$ cat src/rtl/spi_sched_pkg.sv
// Shared definitions for the SPI transmitter scheduler.
// Holds the one-hot FSM encoding and the default timing parameters.
package spi_sched_pkg;

    localparam int unsigned DEF_DATA_W    = 16;
    localparam int unsigned DEF_SETUP_CYC = 2;
    localparam int unsigned DEF_TIMEOUT   = 1023;

    // One-hot scheduler states
    typedef enum logic [6:0] {
        IDLE      = 7'b000_0001,
        SETUP     = 7'b000_0010,
        START     = 7'b000_0100,
        WAIT_LOW  = 7'b000_1000,
        WAIT_HIGH = 7'b001_0000,
        DONE      = 7'b010_0000,
        ERR       = 7'b100_0000
    } state_t;

endpackage

$ cat src/rtl/rr_arbiter.sv
// Combinational round-robin arbiter.
// Ports:
//   req     - request vector
//   last    - index of the most recently served requester
//   gnt_c   - one-hot winner (first asserted request after last, wrapping)
//   idx_c   - index of the winner
//   valid_c - at least one request asserted
module rr_arbiter #(
    parameter int unsigned N_REQ = 4,
    parameter int unsigned IDX_W = $clog2(N_REQ)
) (
    input  logic [N_REQ-1:0] req,
    input  logic [IDX_W-1:0] last,
    output logic [N_REQ-1:0] gnt_c,
    output logic [IDX_W-1:0] idx_c,
    output logic             valid_c
);

    // Search last+1, last+2, ... modulo N_REQ; the first hit wins
    always_comb begin
        int unsigned k;
        k       = 0;
        gnt_c   = '0;
        idx_c   = '0;
        valid_c = 1'b0;
        for (int unsigned i = 1; i <= N_REQ; i++) begin
            k = (32'(last) + i) % N_REQ;
            if (!valid_c && req[IDX_W'(k)]) begin
                valid_c          = 1'b1;
                gnt_c[IDX_W'(k)] = 1'b1;
                idx_c            = IDX_W'(k);
            end
        end
    end

endmodule

$ cat src/rtl/spi_scheduler.sv
// Round-robin scheduler sharing one SPI master transmitter among N_REQ clients.
// Ports:
//   clk, reset          - system clock, asynchronous active-high reset
//   req                 - level request per client
//   req_data            - client i word at [i*DATA_W +: DATA_W]
//   req_ckp, req_cph    - per-client clock polarity / phase
//   gnt                 - one-hot grant, held for the whole transaction
//   done, err           - one-cycle completion / timeout pulse per client
//   busy                - high whenever the FSM is not IDLE
//   tx_data, CKP, CPH   - latched word and mode of the winner, to the transmitter
//   start_stb           - one-cycle start pulse to the transmitter
//   CS                  - transmitter chip select (active low), sampled registered
module spi_scheduler
    import spi_sched_pkg::*;
#(
    parameter int unsigned N_REQ     = 4,
    parameter int unsigned DATA_W    = DEF_DATA_W,
    parameter int unsigned SETUP_CYC = DEF_SETUP_CYC,
    parameter int unsigned TIMEOUT   = DEF_TIMEOUT
) (
    input  logic                    clk,
    input  logic                    reset,
    input  logic [N_REQ-1:0]        req,
    input  logic [N_REQ*DATA_W-1:0] req_data,
    input  logic [N_REQ-1:0]        req_ckp,
    input  logic [N_REQ-1:0]        req_cph,
    output logic [N_REQ-1:0]        gnt,
    output logic [N_REQ-1:0]        done,
    output logic [N_REQ-1:0]        err,
    output logic                    busy,
    output logic [DATA_W-1:0]       tx_data,
    output logic                    start_stb,
    output logic                    CKP,
    output logic                    CPH,
    input  logic                    CS
);

    localparam int unsigned IDX_W = $clog2(N_REQ);
    localparam int unsigned CNT_W = $clog2(TIMEOUT + 1);

    state_t             state;
    state_t             state_d;
    logic [CNT_W-1:0]   cnt;
    logic [CNT_W-1:0]   cnt_d;
    logic               cs_q;
    logic [IDX_W-1:0]   last;
    logic [IDX_W-1:0]   win;
    logic [N_REQ-1:0]   arb_gnt;
    logic [IDX_W-1:0]   arb_idx;
    logic               arb_valid;

    rr_arbiter #(
        .N_REQ (N_REQ),
        .IDX_W (IDX_W)
    ) u_arb (
        .req     (req),
        .last    (last),
        .gnt_c   (arb_gnt),
        .idx_c   (arb_idx),
        .valid_c (arb_valid)
    );

    // State register
    always_ff @(posedge clk or posedge reset) begin
        if (reset) begin
            state <= IDLE;
        end else begin
            state <= state_d;
        end
    end

    // Next state and shared setup/timeout counter
    always_comb begin
        state_d = state;
        cnt_d   = cnt;
        case (state)
            IDLE:      if (arb_valid) state_d = SETUP;
            SETUP:     if (cnt == CNT_W'(SETUP_CYC)) state_d = START;
            START:     state_d = WAIT_LOW;
            // CS is tested before the timeout so an edge on the last cycle still succeeds
            WAIT_LOW:  begin
                if (!cs_q)                         state_d = WAIT_HIGH;
                else if (cnt == CNT_W'(TIMEOUT))   state_d = ERR;
            end
            WAIT_HIGH: begin
                if (cs_q)                          state_d = DONE;
                else if (cnt == CNT_W'(TIMEOUT))   state_d = ERR;
            end
            DONE:      state_d = IDLE;
            ERR:       state_d = IDLE;
            default:   state_d = IDLE;
        endcase
        // Clear on every state change, otherwise count up and saturate
        if (state_d != state) begin
            cnt_d = '0;
        end else if (cnt != CNT_W'(TIMEOUT)) begin
            cnt_d = cnt + CNT_W'(1);
        end
    end

    // Registered outputs, transaction latches and round-robin pointer
    always_ff @(posedge clk or posedge reset) begin
        if (reset) begin
            cnt       <= '0;
            cs_q      <= 1'b1;
            last      <= IDX_W'(N_REQ - 1);
            win       <= '0;
            gnt       <= '0;
            done      <= '0;
            err       <= '0;
            busy      <= 1'b0;
            start_stb <= 1'b0;
            tx_data   <= '0;
            CKP       <= 1'b0;
            CPH       <= 1'b0;
        end else begin
            cnt       <= cnt_d;
            cs_q      <= CS;
            busy      <= (state_d != IDLE);
            start_stb <= (state_d == START);
            done      <= '0;
            err       <= '0;
            if (state == IDLE && state_d == SETUP) begin
                win     <= arb_idx;
                gnt     <= arb_gnt;
                tx_data <= req_data[32'(arb_idx) * DATA_W +: DATA_W];
                CKP     <= req_ckp[arb_idx];
                CPH     <= req_cph[arb_idx];
            end
            if (state_d == DONE) done <= gnt;
            if (state_d == ERR)  err  <= gnt;
            // Winner drops to lowest priority once its transaction closes
            if (state == DONE || state == ERR) begin
                gnt  <= '0;
                last <= win;
            end
        end
    end

endmodule

$ cat config.mk
export PLATFORM = sky130hd
export DESIGN_NAME = spi_scheduler
export DESIGN_NICKNAME = d
export VERILOG_FILES = /design/src/rtl/spi_sched_pkg.sv /design/src/rtl/rr_arbiter.sv /design/src/rtl/spi_scheduler.sv
export SDC_FILE = /design/constraint.sdc
export NUM_CORES = 1
export LEC_CHECK = 0
export ABC_AREA = 1
export BUFFER_PORTS_ARGS = -buffer_cell sky130_fd_sc_hd__buf_4
export CAP_MARGIN = 30
export CORE_ASPECT_RATIO = 1.1
export CORE_MARGIN = 2
export CORE_UTILIZATION = 40
export CTS_BUF_LIST = sky130_fd_sc_hd__clkbuf_4 sky130_fd_sc_hd__clkbuf_8
export CTS_CLUSTER_DIAMETER = 100
export CTS_CLUSTER_SIZE = 20
export DETAILED_ROUTE_END_ITERATION = 16
export GPL_ROUTABILITY_DRIVEN = 0
export GPL_TIMING_DRIVEN = 0
export HOLD_SLACK_MARGIN = 0.15
export PLACE_DENSITY = 0.63
export SYNTH_ARGS = -nofsm -noshare
export SYNTH_HDL_FRONTEND = slang
export SYNTH_SLANG_ARGS = --single-unit
$ cat constraint.sdc
create_clock -name clk -period 3 [get_ports clk]
set_input_delay 0.6 -clock clk [delete_from_list [all_inputs] [get_ports clk]]
set_output_delay 0.6 -clock clk [all_outputs]
set_load 0.01 [all_outputs]
* Word level (Yosys, flattened, before mapping)
Index checks and enable logic that the tools add are counted.
Word-level totals: register bits 54, bits in read-only memories 0, memories 0, bits in writable memories 0, bits of input ports 79, latch bits 0
Operators by class: mux-type cells 44, bitwise gates (word level) 3, reduce and logical (&&, ||, !) cells 14, multiply operators 0, divide/modulo/power cells 0, add/sub/neg operators 5, eq/ne operators 16, shift operators 1, magnitude comparators 9
Operator list (count):
- $shiftx 64x7->16 | 1
- $mux 7 | 5
- $pmux 7 s5 | 1
- $mux 4 | 8
- $mux 10 | 2
- $lt 2x3->1 const B | 5
- $eq 7x2->1 const B | 2
- $eq 7x3->1 const B | 2
- $eq 7x6->1 const B | 2
- $eq 7x7->1 const B | 2
- $mux 1 | 14
- $bmux 1 s2 | 6
- $or 4x4->4 | 3
- $add 10x1->10 const B | 1
- $eq 10x10->1 const B | 1
- $eq 10x2->1 const B | 1
- $ne 10x10->1 const B | 1
- $demux 1 s2 | 4
- $ge 2x1->1 const B | 4
- $logic_and 1x1->1 | 8
- $mux 2 | 4
- $eq 7x1->1 const B | 1
- $eq 7x4->1 const B | 1
- $eq 7x5->1 const B | 1
- other kinds (7) | 12

* Depth between registers and ports, before layout
Gate-level depths: netlist of run 1.
depth in word-level cells 19, gate-level depth with buffers 16

* Modules after synthesis
Synthesis of run 1 repeated with hierarchy kept, for this count alone.
Unflattened totals: cells, all modules 450, area, all modules 3423.3 sq um
By module, submodules not included:
- spi_scheduler | area each 2887.8 sq um, cells each 369, times used 1
- rr_arbiter | area each 535.5 sq um, cells each 81, times used 1

* Worst setup path after synthesis of run 1
No wires, ideal clock.
path kind register to register, start point register last[1], end point register tx_data[10], clock period less this slack 2231 ps, arrival 2114 ps, data required time 2883 ps, buffers on the path 2, setup time 117 ps, stages on the path, launching flop included 15, path slack 769 ps, cell sequence dfstp_2 -> inv_1 -> ha_1 -> inv_1 -> nand3_2 -> nand2_2 -> nor2_2 -> a21boi_0 -> nand3b_1 -> buf_4 -> buf_6 -> nand2_1 -> nand2_1 -> nand2_1 -> nand2_1
On the way: cells in the longest elaborated chain, start to end 17
RTL lines:
- from (decl) | RTL line spi_scheduler.sv:46 | logic [IDX_W-1:0] last;
- from (signal assigned) | RTL line spi_scheduler.sv:106 | last <= IDX_W'(N_REQ - 1);
- from (signal assigned) | RTL line spi_scheduler.sv:135 | last <= win;
- parallel branches: the longest is 17 deep, another holds $add 2x1->2
- to (signal assigned) | RTL line spi_scheduler.sv:126 | tx_data <= req_data[32'(arb_idx) * DATA_W +: DATA_W];
- to (decl) | RTL line spi_scheduler.sv:31 | output logic [DATA_W-1:0] tx_data,
Parallel ways; which one is timed is not known. The select of a mux whose other input is x is not followed. A chain may end at the register's enable or synchronous reset.

* Worst setup path after layout of run 1
start point register last[1], end point register tx_data[4]
Same word-level chain as after synthesis.

==> results.ini, run 1 <==
[outcome]
status = complete, no violations

[routing]
viasPerCell = 4.67
vias = 3362
drt_first_pass_iters = 5
avgRoutedWirePerCell_um = 11.5
wirelength_um = 8250
initialDrtViolationCount = 105
drc = 0
antenna_left = 0

[worst_setup_path]
path_class = reg2reg
cp_max_fo = 10
cpMostUsedCell = nand2_1
critPathSlowestCell = dfstp_2
cp_data_arrival_time_ns = 2.89
end_kind = flop
cp.required_ns = 3.25
worst_setup_path_start_kind = flop
crit_buf_inv = 4
slowest_delay_ns = 0.63
crit_chain = inv_1, ha_1, inv_1, nand3_2, nand2_2, inv_2, nand2_1, nand3_4, nand2_4, buf_4, nand2_1, nand2_1, nand2_1, nand2_1, nand2_1, nand2_1
cp_top_family = simple AND/OR/NAND/NOR gates

[placement]
port_buffers = 110
place_inst = 712
dpl.hpwl_um = 6550
pre_cts_slack_ns = 0.378

[power]
p_leak_nw = 2.50
switching_power_mw = 1.02
combPwrFrac_pct = 45.5
p_sw_share_pct = 38.9
ir_drop_mv = 0.223
power_frac_clock_pct = 15.8
power_density_mw_per_mm2 = 590
sequentialPowerShare_pct = 38.7
p_int_mw = 1.61

[die]
num_rows = 35
start_util_pct = 40.9
fp.coreArea_mm2 = 0.00828
die_x_um = 91.7
fp.dieH_um = 100
dieArea_mm2 = 0.00921
pin_count = 111

[sta]
setup_viol = 0
worst_pin_slew_ns = 0.666
max_freq_ghz = 0.378
tns_ns = 0
clock_skew_ns = 0.00547
slew_violations = 0
fin_crit_ns = 2.64
fin_crit_sh_pct = 88.1
finalHoldViolCount = 0
setup_ws_ns = 0.357
slew_headroom_pct = 55.4
rsz0062_at_grt = false

[clocking]
cts_tree = done
cts.reportedPaths.clkPinSlew_ns = 0.09
cts_max_path_buffers = 2
htree_levels = 2
cts_hold_buf = 0
cts_sinks = 54
clock_latency_ns = 0.30
clockRootBuffer = clkbuf_8
numCtsBuffers = 5
post_cts_buffers = 0
cts_resized = 0

[synthesis]
synth_seq_cells = 54
syn_inst = 490
yosysTopAreaCellShare_pct = 37.0
synth_area_leaders = dfrtp_1, nand2_1, nand3_1
synthFlopType = dfrtp_1
yosysWarnings = 0
synth.largest_area_cell = dfrtp_1
syn_avg_cell_area_um2 = 6.90
synth_area_mm2 = 0.00338
ys_seq_area_share_pct = 40.1
synth_edf_count = 0
async_flop_share_pct = 100
yosysUniqueCellTypes = 33
syn_nets = 579

[grt]
grt_pass1_wl_um = 14200
track_usage_pct = 18.7
antenna_found_initial = 0
grt_max_degree = 40
grt_pass1_vias = 3196
gr-total-overflow = 0

[run]
drv_cap = 0

[layout]
antenna_cells = 0
postLayoutCoreUtil_pct = 53.9
instances_no_fill = 720
syn2layout_area_growth_pct = 31.9
nets = 697
drive_gt1_share_pct = 25.5

[hold_path]
hold_path.class = in2async

[placed cells by master, fill, tap and decap left out, types with 2 or more instances in the layout]
cell        n
a21oi_1     8
a22oi_1     4
buf_2       7
buf_4     115
buf_6       2
clkbuf_1    3
clkbuf_8    6
dfrtp_1    50
dfstp_2     4
ha_1       10
inv_1      33
inv_2       5
nand2_1   223
nand2_2     4
nand3_1    55
nand4_1     7
nor2_1     33
nor2_2      2
nor3_1      2
nor4_1      4
o21ai_0     7
o21ai_2     3
o22ai_1     2
xnor2_1     2
xor2_1      6
[kinds of logic (layout without fill, tap and decap cells)]
family / after synthesis / count (layout) / synth area share, %
buf+inv: 56 / 175 / 7.47
simple gates: 334 / 334 / 41.3
compound gates: 28 / 28 / 5.33
fa+ha+maj: 10 / 10 / 3.70
flops: 54 / 54 / 40.1
xor+xnor: 8 / 8 / 2.07
[Yosys cell counts, types with 5 or more instances]
cell type and count:
buf_2 7, inv_1 34, nor2_1 33, nand2_1 223
nand4_1 7, nand3_1 55, a21oi_1 8, o21ai_0 7
dfrtp_1 50, ha_1 10, xor2_1 6, buf_4 5
[path summary, 6_finish.rpt]
path                                           to  slack (ns)           startpoint  depth (start not counted)
hold reg to reg                   CKP$_DFFE_PP0P_        0.49      CKP$_DFFE_PP0P_                          2
setup / recovery           tx_data[4]$_DFFE_PP0P_        0.36  last[1]$_DFFE_PP1N_                         16
hold / removal                start_stb$_DFF_PP0_        0.26                reset                          2
max in group asynchronous     last[1]$_DFFE_PP1N_        2.16                reset                          3
setup reg to reg           tx_data[4]$_DFFE_PP0P_        0.36  last[1]$_DFFE_PP1N_                         16
min in group clk                   cs_q$_DFF_PP1_        0.40                   CS                          1
[metal layers]
metal	part of all wire, %	routed length (µm)	global-route usage, %
met2	49	4030	34.1
met3	5.9	489	3.59
met1	44	3670	22.9
met4	0.75	62	4.48
met5	0	0	0
[layout make-up]
cell class                 instances  area [µm²]
timing repair buffer             111         846
clock buffer                       7        90.1
clock inverter                     1        5.00
tap                              111         139
sequential                        54        1360
multi-input combinational        380        1770
inverter                          38         143
fill                             822        3810
buffer                            18         110
[worst reg2reg max path: stages, from the launching register on]
cell	delay [ns]
dfstp_2	0.63
inv_1	0.17
ha_1	0.36
inv_1	0.11
nand3_2	0.08
nand2_2	0.15
inv_2	0.09
nand2_1	0.10
nand3_4	0.16
nand2_4	0.18
buf_4	0.19
nand2_1	0.06
nand2_1	0.07
nand2_1	0.05
nand2_1	0.06
nand2_1	0.05
nand2_1	0.07
[registers in the layout, indices dropped and copies added, names as in the netlist]
signal	cells
tx_data	16
gnt	4
start_stb	1
state	7
last	2
err	4
win	2
done	4
CKP	1
busy	1
cnt	10
CPH	1
cs_q	1
[stage by stage]
| stage | hold slack [ns] | power (mW) | area [µm²] |
|---|---|---|---|
| finish | 0.256 | 2.63 | 4460 |
| floorplan | 0.454 | 1.75 | 3380 |
| global route | 0.274 | 2.88 | 4460 |
| CTS | 0.261 | 2.67 | 4460 |
| global placement | 0.465 | 2.23 | 4350 |
| detailed placement | 0.466 | 2.25 | 4370 |
[power groups by stage]
stage,clock network (mW),registers [mW],logic [mW]
global placement,0,1.03,1.20
detailed placement,0,1.04,1.21
floorplan,0,1.08,0.662
global route,0.460,1.04,1.38
CTS,0.429,1.02,1.22
finish,0.417,1.02,1.20
Power figures use the tool's default switching activity.
==> inputs of run 2 (changes only) <==
--- a/config.mk
+++ b/config.mk
@@ -18,7 +18,7 @@
 export GPL_ROUTABILITY_DRIVEN = 0
 export GPL_TIMING_DRIVEN = 0
 export HOLD_SLACK_MARGIN = 0.15
-export PLACE_DENSITY = 0.63
+export PLACE_DENSITY = 0.65
 export SYNTH_ARGS = -nofsm -noshare
 export SYNTH_HDL_FRONTEND = slang
 export SYNTH_SLANG_ARGS = --single-unit
==> constraint.sdc (replaced) <==
create_clock -name clk -period 2.43 [get_ports clk]
set_input_delay 0.486 -clock clk [delete_from_list [all_inputs] [get_ports clk]]
set_output_delay 0.486 -clock clk [all_outputs]
set_load 0.01 [all_outputs]
==> run 2 against run 1 <==
  * Cell count up 1.3%
  * Sequential share of layout area down 0.84 points
  * Fmax up 15%
  * Largest power group unchanged
  * Highest routed layer unchanged
==> results.ini, run 2 (synthesis gave the netlist of run 1 again) <==
[routing]
antenna_left = 0
drt_first_pass_iters = 4
initialDrtViolationCount = 178
avgRoutedWirePerCell_um = 11.8
drc = 0
wirelength_um = 8600
viasPerCell = 4.67
vias = 3407

[worst_setup_path]
crit_chain = inv_2, ha_4, nand3_1, nand2_4, nor2_2, a21boi_0, nand3b_1, buf_4, buf_6, nand2_1, nand2_1, nand2_1, nand2_1
path_class = reg2reg
cp_top_family = simple AND/OR/NAND/NOR gates
slowest_delay_ns = 0.57
critPathSlowestCell = dfstp_2
crit_buf_inv = 3
worst_setup_path_start_kind = flop
end_kind = flop
cp_max_fo = 10
cpMostUsedCell = nand2_1
cp_data_arrival_time_ns = 2.52
cp.required_ns = 2.64

[die]
dieArea_mm2 = 0.00921
pin_count = 111
fp.dieH_um = 100
die_x_um = 91.7
num_rows = 35
fp.coreArea_mm2 = 0.00828
start_util_pct = 40.9

[run]
drv_cap = 0

[clocking]
htree_levels = 2
cts_hold_buf = 0
cts_sinks = 54
clock_latency_ns = 0.31
clockRootBuffer = clkbuf_8
cts_tree = done
cts.reportedPaths.clkPinSlew_ns = 0.10
numCtsBuffers = 5
cts_max_path_buffers = 2

[sta]
clock_skew_ns = 0.00872
max_freq_ghz = 0.434
finalHoldViolCount = 0
slew_headroom_pct = 54.7
fin_crit_ns = 2.30
setup_viol = 0
tns_ns = 0
worst_pin_slew_ns = 0.677
rsz0062_at_grt = true
slew_violations = 0
fin_crit_sh_pct = 94.8

[power]
finalPower_mw = 3.39
p_leak_nw = 2.56
ir_drop_mv = 0.269
power_density_mw_per_mm2 = 739

[hold_path]
hold_path.class = in2async

[outcome]
status = complete, no violations

[layout]
drive_gt1_share_pct = 27.2
antenna_cells = 0
seq_area_mm2 = 0.00136
stdcell_area_mm2 = 0.00459
syn2layout_area_growth_pct = 35.7
final_common_cell = nand2_1
fill_cells = 833
nets = 706
layout_common_cells = nand2_1, buf_4, nand3_1
top_register = tx_data
multiInputGateArea_mm2 = 0.00181
top_regs = tx_data x16, cnt x10, state x7
instances_no_fill = 729
largest_reg_flops = 16

[grt]
gr-total-overflow = 0
track_usage_pct = 19.2
grt_max_degree = 29
grt_pass1_wl_um = 14600
antenna_found_initial = 0
grt_pass1_vias = 3323

[placement]
place_inst = 712
port_buffers = 110
dpl_cell_area_mm2 = 0.00437
dpl.hpwl_um = 6740

[run 2: changes by cell type in the layout (fill, tap and decap cells not counted), sizes merged]
cell	previous run	this run
clkbuf	10	8
bufinv	0	1
clkinv	1	2
buf	126	135
[run 2: area by class of cell]
class	count	share of cell area, %
tap	111	3.03
inverter	38	3.11
clock inverter	3	0.872
clock buffer	5	1.50
sequential	54	29.6
multi-input combinational	380	39.5
timing repair buffer	120	19.9
buffer	18	2.51
[run 2: power breakdown]
group          switching, mW  internal [mW]  leakage, nW
combinational          0.889          0.654         1.80
sequential             0.133           1.13        0.705
clock                  0.282          0.303       0.0579
[run 2: repair_timing]
| action | CTS | global route |
|---|---|---|
| setup buffers | 5 | 4 |
| gates resized for setup | 2 | 7 |
| setup endpoints to repair | 20 | 22 |
| pin swaps | 0 | 3 |
[run 2: per-layer routing]
metal	routed length (µm)	global-route usage, %	up-vias
li1	-	-	1795
met1	3740	24.0	1487
met2	4150	34.2	111
met3	566	4.26	14
met4	137	3.90	0
met5	0	0	-
[run 2: through the flow]
step | setup slack (ns) | hold slack, ns | utilization, %
finish | 0.125 | 0.225 | 55.4
global route | -0.0197 | 0.264 | 55.4
CTS | 0.0195 | 0.239 | 54.6
detailed placement | -0.204 | 0.467 | 52.8
global placement | -0.178 | 0.463 | 52.5
floorplan | 0.199 | 0.454 | -
[run 2: worst paths after layout]
path	startpoint	endpoint	slack [ns]	depth (start not counted)
setup / recovery	last[1]$_DFFE_PP1N_	tx_data[10]$_DFFE_PP0P_	0.13	13
hold / removal	reset	cnt[8]$_DFFE_PP0P_	0.23	2
setup reg to reg	last[1]$_DFFE_PP1N_	tx_data[10]$_DFFE_PP0P_	0.13	13
hold reg to reg	tx_data[1]$_DFFE_PP0P_	tx_data[1]$_DFFE_PP0P_	0.49	2
max in group asynchronous	reset	last[0]$_DFFE_PP1N_	1.58	3
min in group clk	CS	cs_q$_DFF_PP1_	0.28	1
[run 2: worst reg2reg max path, cell delays in order, from the launching register on]
cell and delay (ns):
dfstp_2 0.57, inv_2 0.09, ha_4 0.30, nand3_1 0.14
nand2_4 0.13, nor2_2 0.07, a21boi_0 0.18, nand3b_1 0.16
buf_4 0.21, buf_6 0.15, nand2_1 0.07, nand2_1 0.05
nand2_1 0.05, nand2_1 0.05
==> inputs of run 3 (changes only) <==
--- a/config.mk
+++ b/config.mk
@@ -10,7 +10,7 @@
 export CAP_MARGIN = 30
 export CORE_ASPECT_RATIO = 1.1
 export CORE_MARGIN = 2
-export CORE_UTILIZATION = 40
+export CORE_UTILIZATION = 48
 export CTS_BUF_LIST = sky130_fd_sc_hd__clkbuf_4 sky130_fd_sc_hd__clkbuf_8
 export CTS_CLUSTER_DIAMETER = 100
 export CTS_CLUSTER_SIZE = 20
@@ -18,7 +18,7 @@
 export GPL_ROUTABILITY_DRIVEN = 0
 export GPL_TIMING_DRIVEN = 0
 export HOLD_SLACK_MARGIN = 0.15
-export PLACE_DENSITY = 0.65
+export PLACE_DENSITY = 0.76
 export SYNTH_ARGS = -nofsm -noshare
 export SYNTH_HDL_FRONTEND = slang
 export SYNTH_SLANG_ARGS = --single-unit
==> run 3 against run 2 <==
  * Total power rose by 4.1%
  * Setup slack improved by 0.016 ns
  * Largest cell class unchanged
  * Highest routed layer unchanged
  * Clock power up 24%
==> results.ini, run 3 (synthesis gave the netlist of run 1 again) <==
[routing]
initialDrtViolationCount = 239
vias = 3471
drt_first_pass_iters = 4
avgRoutedWirePerCell_um = 12.3
viasPerCell = 4.95
drc = 0
antenna_left = 0
wirelength_um = 8600

[layout]
postLayoutCoreUtil_pct = 66.2
seq_area_mm2 = 0.00136
nets = 704
antenna_cells = 0
multiInputGateArea_mm2 = 0.00182
drive_gt1_share_pct = 26.9
top_regs = tx_data x16, cnt x10, state x7
top_register = tx_data
largest_reg_flops = 16
final_common_cell = nand2_1
syn2layout_area_growth_pct = 35.5
instances_no_fill = 701
fill_cells = 605
stdcell_area_mm2 = 0.00458
layout_common_cells = nand2_1, buf_4, nand3_1

[sta]
tns_ns = 0
clock_skew_ns = 0.00704
setup_viol = 0
hold_ws_ns = 0.158
fin_crit_sh_pct = 94.2
max_freq_ghz = 0.437
slew_headroom_pct = 56.2
fin_crit_ns = 2.29
slew_violations = 0
setup_ws_ns = 0.142
finalHoldViolCount = 0
worst_pin_slew_ns = 0.655

[placement]
dpl_cell_area_mm2 = 0.00434
dpl.hpwl_um = 6420
port_buffers = 110
pre_cts_slack_ns = -0.157
place_inst = 686

[grt]
busiest_layer = met2
grt_max_degree = 37
grtUsageMet2_pct = 39.3
grt_pass1_vias = 3202
gr-total-overflow = 0
antenna_found_initial = 0
use_met1_pct = 26.7
use_met3_pct = 3.87
grt_pass1_wl_um = 14200
track_usage_pct = 22.2

[hold_path]
hold_path.class = in2async

[die]
die_x_um = 84.0
dieArea_mm2 = 0.00774
pin_count = 111
num_rows = 32
fp.dieH_um = 92.1
start_util_pct = 48.8
fp.coreArea_mm2 = 0.00693

[worst_setup_path]
worst_setup_path_start_kind = flop
end_kind = flop
rrSetupSlack_ns = 0.14
path_class = reg2reg
cp.required_ns = 2.69
cp.depth = 13
cp_data_arrival_time_ns = 2.54
cpMostUsedCell = nand2_1
crit_chain = inv_2, ha_4, nand3_1, nand2_4, nor2_4, a21boi_0, nand3b_1, inv_2, buf_4, nand2_1, nand2_1, nand2_1, nand2_1
r2r-start = last[1]$_DFFE_PP1N_
slowest_delay_ns = 0.57
crit_buf_inv = 3
cp_top_family = simple AND/OR/NAND/NOR gates
r2r-end = tx_data[10]$_DFFE_PP0P_
rr_worst_depth = 13
cp_max_fo = 10
critPathSlowestCell = dfstp_2

[run]
drv_cap = 0

[power]
p_leak_nw = 2.57
power_density_mw_per_mm2 = 770
finalPower_mw = 3.53
ir_drop_mv = 0.400

[clocking]
numCtsBuffers = 5
cts.reportedPaths.clkPinSlew_ns = 0.09
cts_tree = done
htree_levels = 2
cts_sinks = 54
cts_max_path_buffers = 2
clockRootBuffer = clkbuf_8
clock_latency_ns = 0.31

[outcome]
status = complete, no violations

==> run 3: cell types whose count changed in the layout (fill, tap and decap cells not counted) <==
| cell | delta |
|---|---|
| buf_2 | -1 |
| clkinv_2 | -2 |
| clkbuf_4 | +1 |
| buf_4 | -2 |
| bufinv_16 | +1 |
| clkbuf_8 | +1 |
| nor2_4 | +1 |
| nor2_2 | -1 |
==> run 3: report_power, final <==
part / internal, mW / switching, mW
Clock: 0.439 / 0.286
Combinational: 0.649 / 0.892
Sequential: 1.13 / 0.136
==> run 3: area by class of cell <==
type,instances,share of cell area [%]
multi-input cells,380,39.7
flip-flops and latches,54,29.6
repair buffers,118,19.6
inverters,38,3.11
plain buffers,18,2.57
well taps,85,2.32
clock buffers,6,1.80
clock inverters,2,1.31
==> run 3: worst max-delay path by stage <==
stage                               to                 from  slack (ns)
6_report       tx_data[10]$_DFFE_PP0P_  last[1]$_DFFE_PP1N_        0.14
5_1_grt                CPH$_DFFE_PP0P_  last[1]$_DFFE_PP1N_       -0.01
4_1_cts        tx_data[10]$_DFFE_PP0P_  last[0]$_DFFE_PP1N_        0.04
3_5_place_dp    tx_data[5]$_DFFE_PP0P_  last[1]$_DFFE_PP1N_       -0.16
3_3_place_gp   tx_data[10]$_DFFE_PP0P_  last[1]$_DFFE_PP1N_       -0.15
2_1_floorplan  tx_data[10]$_DFFE_PP0P_  last[1]$_DFFE_PP1N_        0.20
==> run 3: what timing repair did <==
action	4_1_cts	5_1_grt
pin swaps	0	2
setup buffers	3	4
resized for setup	2	9
endpoints found under the hold margin	0	0
hold buffers	0	0
setup endpoints to repair	20	21
==> run 3: layer usage <==
layer,up-vias,routed length (µm),share of wire [%]
met1,1547,3530,41
met3,14,556,6.5
met4,0,142,1.7
met2,117,4370,51
met5,-,0,0
li1,1793,-,-
